[config.mk]
export PLATFORM = sky130hd
export DESIGN_NAME = core_hazard_scbd
export DESIGN_NICKNAME = d
export VERILOG_FILES = /design/src/rtl/core_hazard_pkg.sv /design/src/rtl/core_haz_fwd_sel.sv /design/src/rtl/core_hazard_scbd.sv
export SDC_FILE = /design/constraint.sdc
export NUM_CORES = 1
export LEC_CHECK = 0
export BUFFER_PORTS_ARGS = -buffer_cell sky130_fd_sc_hd__buf_2
export CORE_AREA = 5 5 94 114
export CTS_CLUSTER_DIAMETER = 30
export DETAILED_ROUTE_END_ITERATION = 8
export DIE_AREA = 0 0 99 119
export HOLD_SLACK_MARGIN = 0.06
export PLACE_DENSITY = 0.74
export SLEW_MARGIN = 30
export SYNTH_ARGS = -nofsm -noshare
export SYNTH_HDL_FRONTEND = slang
export SYNTH_SLANG_ARGS = --single-unit
[constraint.sdc]
create_clock -name clk -period 4.5 [get_ports clk]
set_clock_uncertainty 0.05 [all_clocks]
set_input_delay 1.125 -clock clk [delete_from_list [all_inputs] [get_ports clk]]
set_output_delay 1.125 -clock clk [all_outputs]
set_load 0.01 [all_outputs]
[src/rtl/core_hazard_pkg.sv]
// Shared state encoding, forwarding codes and bus constants for the
// core hazard scoreboard and its forwarding comparators.
package core_hazard_pkg;

   typedef enum logic [1:0] {
      ST_RUN    = 2'd0,
      ST_FLUSH  = 2'd1,
      ST_WSTALL = 2'd2
   } haz_state_e;

   localparam logic [1:0] FWD_RF  = 2'd0;
   localparam logic [1:0] FWD_MEM = 2'd1;
   localparam logic [1:0] FWD_WB  = 2'd2;

   localparam int REG_IF_DEC  = 0;
   localparam int REG_DEC_EXE = 1;
   localparam int REG_EXE_MEM = 2;
   localparam int REG_MEM_WB  = 3;

   localparam logic [3:0] ENB_FULL_ON   = 4'b1111;
   localparam logic [3:0] ENB_FULL_OFF  = 4'b0000;
   localparam logic [3:0] KILL_FULL_ON  = 4'b1111;
   localparam logic [3:0] KILL_FULL_OFF = 4'b0000;

endpackage

[src/rtl/core_haz_fwd_sel.sv]
// Forwarding select for one EXE source operand; MEM beats WB and x0
// always reads the register file.
module core_haz_fwd_sel
   import core_hazard_pkg::*;
#(
   parameter int AW = 5
) (
   input  logic [AW-1:0] exe_rs,
   input  logic [AW-1:0] mem_rd,
   input  logic          mem_we,
   input  logic [AW-1:0] wb_rd,
   input  logic          wb_we,
   output logic [1:0]    fwd_sel
);

   always_comb begin
      fwd_sel = FWD_RF;
      if (exe_rs != '0) begin
         if (mem_we && (mem_rd == exe_rs)) begin
            fwd_sel = FWD_MEM;
         end else if (wb_we && (wb_rd == exe_rs)) begin
            fwd_sel = FWD_WB;
         end
      end
   end

endmodule

[src/rtl/core_hazard_scbd.sv]
// Pipeline hazard unit: pending-load scoreboard interlock, redirect/flush
// sequencing, dcache-stall freeze, forwarding selects and stall counters.
module core_hazard_scbd
   import core_hazard_pkg::*;
#(
   parameter  int NREG      = 32,
   parameter  int NSRC      = 2,
   parameter  int FLUSH_CYC = 1,
   parameter  int CNT_W     = 16,
   localparam int AW        = $clog2(NREG)
) (
   input  logic                clk,
   input  logic                rst_n,
   input  logic                dec_vld_in,
   input  logic [NSRC*AW-1:0]  dec_rs_in,
   input  logic [NSRC-1:0]     dec_rs_vld_in,
   input  logic [AW-1:0]       dec_rd_in,
   input  logic                dec_is_load_in,
   input  logic [NSRC*AW-1:0]  exe_rs_in,
   input  logic [AW-1:0]       exe_rd_in,
   input  logic [AW-1:0]       mem_rd_in,
   input  logic [AW-1:0]       wb_rd_in,
   input  logic                exe_we_in,
   input  logic                mem_we_in,
   input  logic                wb_we_in,
   input  logic                exe_jump_in,
   input  logic                exe_brnch_in,
   input  logic                exe_brnch_tkn_in,
   input  logic                ld_ret_vld_in,
   input  logic [AW-1:0]       ld_ret_rd_in,
   input  logic                stall_dec_in,
   input  logic                stall_wb_in,
   output logic [3:0]          haz_enb_bus_out,
   output logic [3:0]          haz_kill_bus_out,
   output logic                haz_pc_stop_out,
   output logic                haz_nop_gen_out,
   output logic                haz_mux_trn_out,
   output logic [NSRC*2-1:0]   haz_fwd_sel_out,
   output logic [NREG-1:0]     haz_scbd_out,
   output logic [CNT_W-1:0]    haz_stall_cnt_out,
   output logic [CNT_W-1:0]    haz_flush_cnt_out
);

   haz_state_e        state_q, state_d, saved_q, saved_d, eff_state;
   logic [2:0]        fcnt_q, fcnt_d;
   logic [NREG-1:0]   scbd_q, scbd_d;
   logic [CNT_W-1:0]  stall_cnt_q, flush_cnt_q;
   logic [3:0]        enb, kill;
   logic              nop_gen, mux_trn;
   logic              redirect, src_hit, interlock, issue;
   logic              stall_inc, flush_inc;
   logic [NSRC*2-1:0] fwd_raw;
   logic              unused_inputs;

   assign unused_inputs = ^{exe_rd_in, exe_we_in};

   for (genvar k = 0; k < NSRC; k++) begin : g_fwd
      core_haz_fwd_sel #(.AW(AW)) u_fwd (
         .exe_rs  (exe_rs_in[k*AW +: AW]),
         .mem_rd  (mem_rd_in),
         .mem_we  (mem_we_in),
         .wb_rd   (wb_rd_in),
         .wb_we   (wb_we_in),
         .fwd_sel (fwd_raw[k*2 +: 2])
      );
   end

   assign redirect  = exe_jump_in || (exe_brnch_in && exe_brnch_tkn_in);
   // WSTALL resumes whatever it interrupted, so decode from the saved state.
   assign eff_state = (state_q == ST_WSTALL) ? saved_q : state_q;

   always_comb begin
      src_hit = 1'b0;
      for (int k = 0; k < NSRC; k++) begin
         if (dec_rs_vld_in[k] && scbd_q[dec_rs_in[k*AW +: AW]]) begin
            src_hit = 1'b1;
         end
      end
      interlock = dec_vld_in && (src_hit || scbd_q[dec_rd_in]);
   end

   always_comb begin
      enb       = ENB_FULL_ON;
      kill      = KILL_FULL_OFF;
      nop_gen   = 1'b0;
      mux_trn   = 1'b0;
      stall_inc = 1'b0;
      flush_inc = 1'b0;
      state_d   = state_q;
      saved_d   = saved_q;
      fcnt_d    = fcnt_q;
      if (stall_wb_in) begin
         enb[REG_MEM_WB:REG_IF_DEC] = ENB_FULL_OFF;
         state_d = ST_WSTALL;
         if (state_q != ST_WSTALL) begin
            saved_d = state_q;
         end
      end else if (eff_state == ST_FLUSH) begin
         kill[REG_IF_DEC] = 1'b1;
         nop_gen = 1'b1;
         fcnt_d  = fcnt_q - 3'd1;
         state_d = (fcnt_d == 3'd0) ? ST_RUN : ST_FLUSH;
      end else if (redirect) begin
         mux_trn   = 1'b1;
         kill[REG_DEC_EXE:REG_IF_DEC] = 2'b11;
         flush_inc = 1'b1;
         fcnt_d    = 3'(FLUSH_CYC - 1);
         state_d   = (FLUSH_CYC > 1) ? ST_FLUSH : ST_RUN;
      end else begin
         state_d = ST_RUN;
         if (stall_dec_in) begin
            enb[REG_IF_DEC] = 1'b0;
            nop_gen = 1'b1;
         end else if (interlock) begin
            enb[REG_IF_DEC] = 1'b0;
            nop_gen   = 1'b1;
            stall_inc = 1'b1;
         end
      end
   end

   // An instruction replaced by a NOP never leaves DEC, so it must not issue.
   assign issue = dec_vld_in && dec_is_load_in && enb[REG_DEC_EXE]
                  && !kill[REG_DEC_EXE] && !nop_gen;

   always_comb begin
      scbd_d = scbd_q;
      if (ld_ret_vld_in) begin
         scbd_d[ld_ret_rd_in] = 1'b0;
      end
      if (issue && (dec_rd_in != '0)) begin
         scbd_d[dec_rd_in] = 1'b1;
      end
   end

   always_ff @(posedge clk or negedge rst_n) begin
      if (!rst_n) begin
         state_q <= ST_RUN;
         saved_q <= ST_RUN;
         fcnt_q  <= '0;
      end else begin
         state_q <= state_d;
         saved_q <= saved_d;
         fcnt_q  <= fcnt_d;
      end
   end

   always_ff @(posedge clk or negedge rst_n) begin
      if (!rst_n) begin
         scbd_q      <= '0;
         stall_cnt_q <= '0;
         flush_cnt_q <= '0;
      end else begin
         scbd_q <= scbd_d;
         if (stall_inc && !(&stall_cnt_q)) begin
            stall_cnt_q <= stall_cnt_q + CNT_W'(1);
         end
         if (flush_inc && !(&flush_cnt_q)) begin
            flush_cnt_q <= flush_cnt_q + CNT_W'(1);
         end
      end
   end

   // Reset drives the pipeline control to its safe values immediately.
   assign haz_enb_bus_out   = rst_n ? enb : ENB_FULL_OFF;
   assign haz_kill_bus_out  = rst_n ? kill : KILL_FULL_ON;
   assign haz_pc_stop_out   = ~&haz_enb_bus_out;
   assign haz_nop_gen_out   = rst_n && nop_gen;
   assign haz_mux_trn_out   = rst_n && mux_trn;
   assign haz_fwd_sel_out   = rst_n ? fwd_raw : '0;
   assign haz_scbd_out      = scbd_q;
   assign haz_stall_cnt_out = stall_cnt_q;
   assign haz_flush_cnt_out = flush_cnt_q;

endmodule

==> summary.md <==
| Metric | Value |
|---|---|
| Postcts setup bufs | 0 |
| Die Y-Extent | 119 um |
| Placed Area | 5120 um^2 |
| DR pass1 iterations | 5 |
| Setup violators final | 0 |
| Final ANT Viol Nets | 0 |
| Total power | 1760 uW |
| Die width | 99 um |
| Area of the multi-input gates | 2440 um^2 |
| First-pass GRT wire length | 21000 um |
| Slew @ Worst Pin | 0.723 ns |
| Hold Vio Cnt, Final | 0 |
| Share of layout cells above drive strength 1 | 36.1% |
| Vias in the first global route | 4108 |
| CP max stage cell | mux4_2 |
| Final Cell Area | 5460 um^2 |
| Area grow syn2layout | 25.9% |
| Fillers | 827 |
| Min Clock Period, post-route | 4.41 ns |
| Std-Cell Core Area | 9420 um^2 |
| WL met3 | 1290 um |
| RSZ-0062 raised after global routing | no |
| Vias per inst | 6.02 |
| Root Buffer | clkbuf_16 |
| Largest net degree at the start of global routing | 71 |
| Die ar. | 11800 um^2 |
| Post-synth EDFFs | 0 |
| Status | completed |
| Critical Path Start Type | primary input |
| Max Cap Violations | 0 |
| Worst path depth | 9 |
| Count leader, synth | dfrtp_1 |
| CP Class | in -> out |
| NumNets Final | 602 |
| Cells after synthesis | 403 |
| Syn avg cell area | 10.8 um^2 |
| Cell area power density | 322 nW/um^2 |
| Critical path data arrival time | 3.23 ns |
| Clock-pin slew on the worst setup and hold paths | 0.06 ns |
| Top Ports | 139 |
| CP Buf/Inv Count | 2 |
| Worst path cell trace | buf_4 > mux4_2 > nor2b_1 > a2111oi_2 > nor3_2 > o31ai_4 > and2_4 > o21a_1 > buf_2 |
| Top Metal Used | met4 |
| Hold path depth | 2 |
| Initial antenna violation count | 1 |
| DRT Wirelength | 13000 um |
| Max Root-Sink Buffers | 2 |
| FMAX | 227 MHz |
| Met2 wire len | 6320 um |
| Setup TNS | 0 ns |
| Rel. slew slack | 51.6% |
| Hold Crit Class | reg -> reg |
| H-tree levels | 3 |
| GRT Util Overall | 22.3% |
| Period utilization | 98.0% |
| Delay-heaviest family, CP | compound AO/OA/AOI/OAI gates |
| CTS Buf Count | 9 |
| Initial Utilization | 46.0% |
| Setup crit end kind | output port |
| Synth area leader | dfrtp_1 |
| Clk_lat worst skew | 0.33 ns |
| Slowest stage delay, CP | 0.52 ns |
| Flop and latch count out of synthesis | 71 |
| PortBufs | 132 |
| GRT overflow | 0 |
| Synth top area cells | dfrtp_1 (41%), mux4_2 (12%), xnor2_1 (6.3%) |
| Ys async rst share | 100% |
| Crit-path max FO | 7 |
| Yosys cell types | 50 |
| Static Leak | 0.00258 uW |
| Num rows | 39 |
| Worst vdd ir | 0.000311 V |
| CTS tree | yes |
| DP HPWL | 9680 um |
| Residual DRC | 0 |
| Initial DRC count | 265 |
| Synthesized area | 4340 um^2 |
| Worst EP required | 3.32 ns |
| Synth warnings | 0 |
| Syn_nets | 467 |
| Yosys top cell area share | 41.0% |
| CTS Sinks | 71 |
| Most instantiated cells after synthesis | dfrtp_1 (71), o21ai_0 (35), o21ai_1 (31), xnor2_1 (31), mux4_2 (24) |
| Hold buffer count at CTS | 0 |
| Metal-1 WL | 4920 um |
| Reg2reg path depth | 8 |
| Reg area | 1780 um^2 |
| Post-synth top flop | dfrtp_1 |
| Sequential-to-total area share from yosys stat | 41.0% |
| RD Place Congestion | 0.987 |
| DR WL/cell | 19.5 um |
| Final slew viol count | 0 |
| Routed vias | 4013 |
==> tightest hold or removal path, stage by stage (launching register included) <==
cell and delay (ns):
dfrtp_1 0.34, nand2_1 0.05, o31ai_1 0.06
==> where the power goes <==
group          internal (uW)  switching [uW]
registers                684            57.7
logic                    138             164
clock network            443             271
==> layout by cell type, fill, tap and decap left out, types with 3 or more instances in the layout <==
cell type / count
a21oi_1: 4
and2_1: 3
and3_1: 9
buf_2: 129
buf_4: 7
clkbuf_16: 9
clkinvlp_4: 3
dfrtp_1: 71
ha_1: 4
inv_1: 15
mux2_2: 3
mux2i_1: 6
mux4_2: 24
nand2_1: 21
nand2b_1: 8
nand3_1: 14
nand3b_1: 9
nand4_1: 17
nor2_1: 13
nor2b_1: 4
nor3_1: 4
nor4_1: 5
o21a_1: 3
o21ai_0: 35
o21ai_1: 31
or3b_2: 5
xnor2_1: 31
xor2_1: 16
==> metrics by stage <==
| step | setup WS, ns | hold slack [ns] | instances | utilization (%) |
|---|---|---|---|---|
| after floorplan | 0.0396 | 0.399 | 403 | - |
| after global placement | -0.0354 | 0.411 | 650 | 54.4 |
| after detailed placement | -0.110 | 0.433 | 650 | 54.4 |
| after CTS | 0.0349 | 0.447 | 666 | 57.7 |
| after global routing | 0.00208 | 0.460 | 667 | 58.0 |
| final | 0.0913 | 0.439 | 667 | 58.0 |
==> area by class of cell <==
class,instances,share of cell area [%]
Multi-Input combinational cell,302,44.6
Sequential cell,71,32.5
Timing Repair Buffer,139,13.4
Clock buffer,11,4.45
Tap cell,123,2.82
Clock inverter,5,1.05
Inverter,15,1.03
Antenna cell,1,0.0458
==> cell families (layout without fill, tap and decap cells) <==
kind of cell,Yosys count,in the layout,share of synthesized area [%]
AOI/OAI and AO/OA,90,90,12.2
xor gates and xnor gates,47,47,9.49
adders and majority gates,4,4,1.15
buffers and inverters,30,170,3.12
DFF,71,71,41.0
muxes,33,33,14.6
other,0,1,0
and+or+nand+nor,128,128,18.4
==> routing by layer <==
metal  global-route usage (%)  vias up
met4                     10.3        0
li1                         -     1780
met1                     27.4     1957
met3                     5.85       39
met5                        0        -
met2                     36.6      237
==> registers in the layout, summed over array words and instances (netlist names) <==
name	cells
saved_q	2
fcnt_q	3
haz_stall_cnt_out	16
haz_scbd_out	32
haz_flush_cnt_out	16
state_q	2
==> repair_timing <==
action / CTS / global route
pin swaps: 0 / 1
resized for setup: 3 / 6
setup endpoints to repair: 2 / 2
==> path summary, 6_finish.rpt <==
| kind | slack, ns | to | start |
|---|---|---|---|
| worst max-delay path | 0.09 | haz_enb_bus_out[0] | dec_rs_in[1] |
| worst min-delay path | 0.44 | fcnt_q[1] | fcnt_q[1] |
| worst max register to register | 1.74 | haz_stall_cnt_out[11] | haz_scbd_out[19] |
| worst min register to register | 0.44 | fcnt_q[1] | fcnt_q[1] |
| max in group asynchronous | 2.96 | haz_flush_cnt_out[8] | rst_n |
| min in group asynchronous | 0.58 | fcnt_q[2] | rst_n |
No activity file was read; power rests on OpenSTA's default activity.
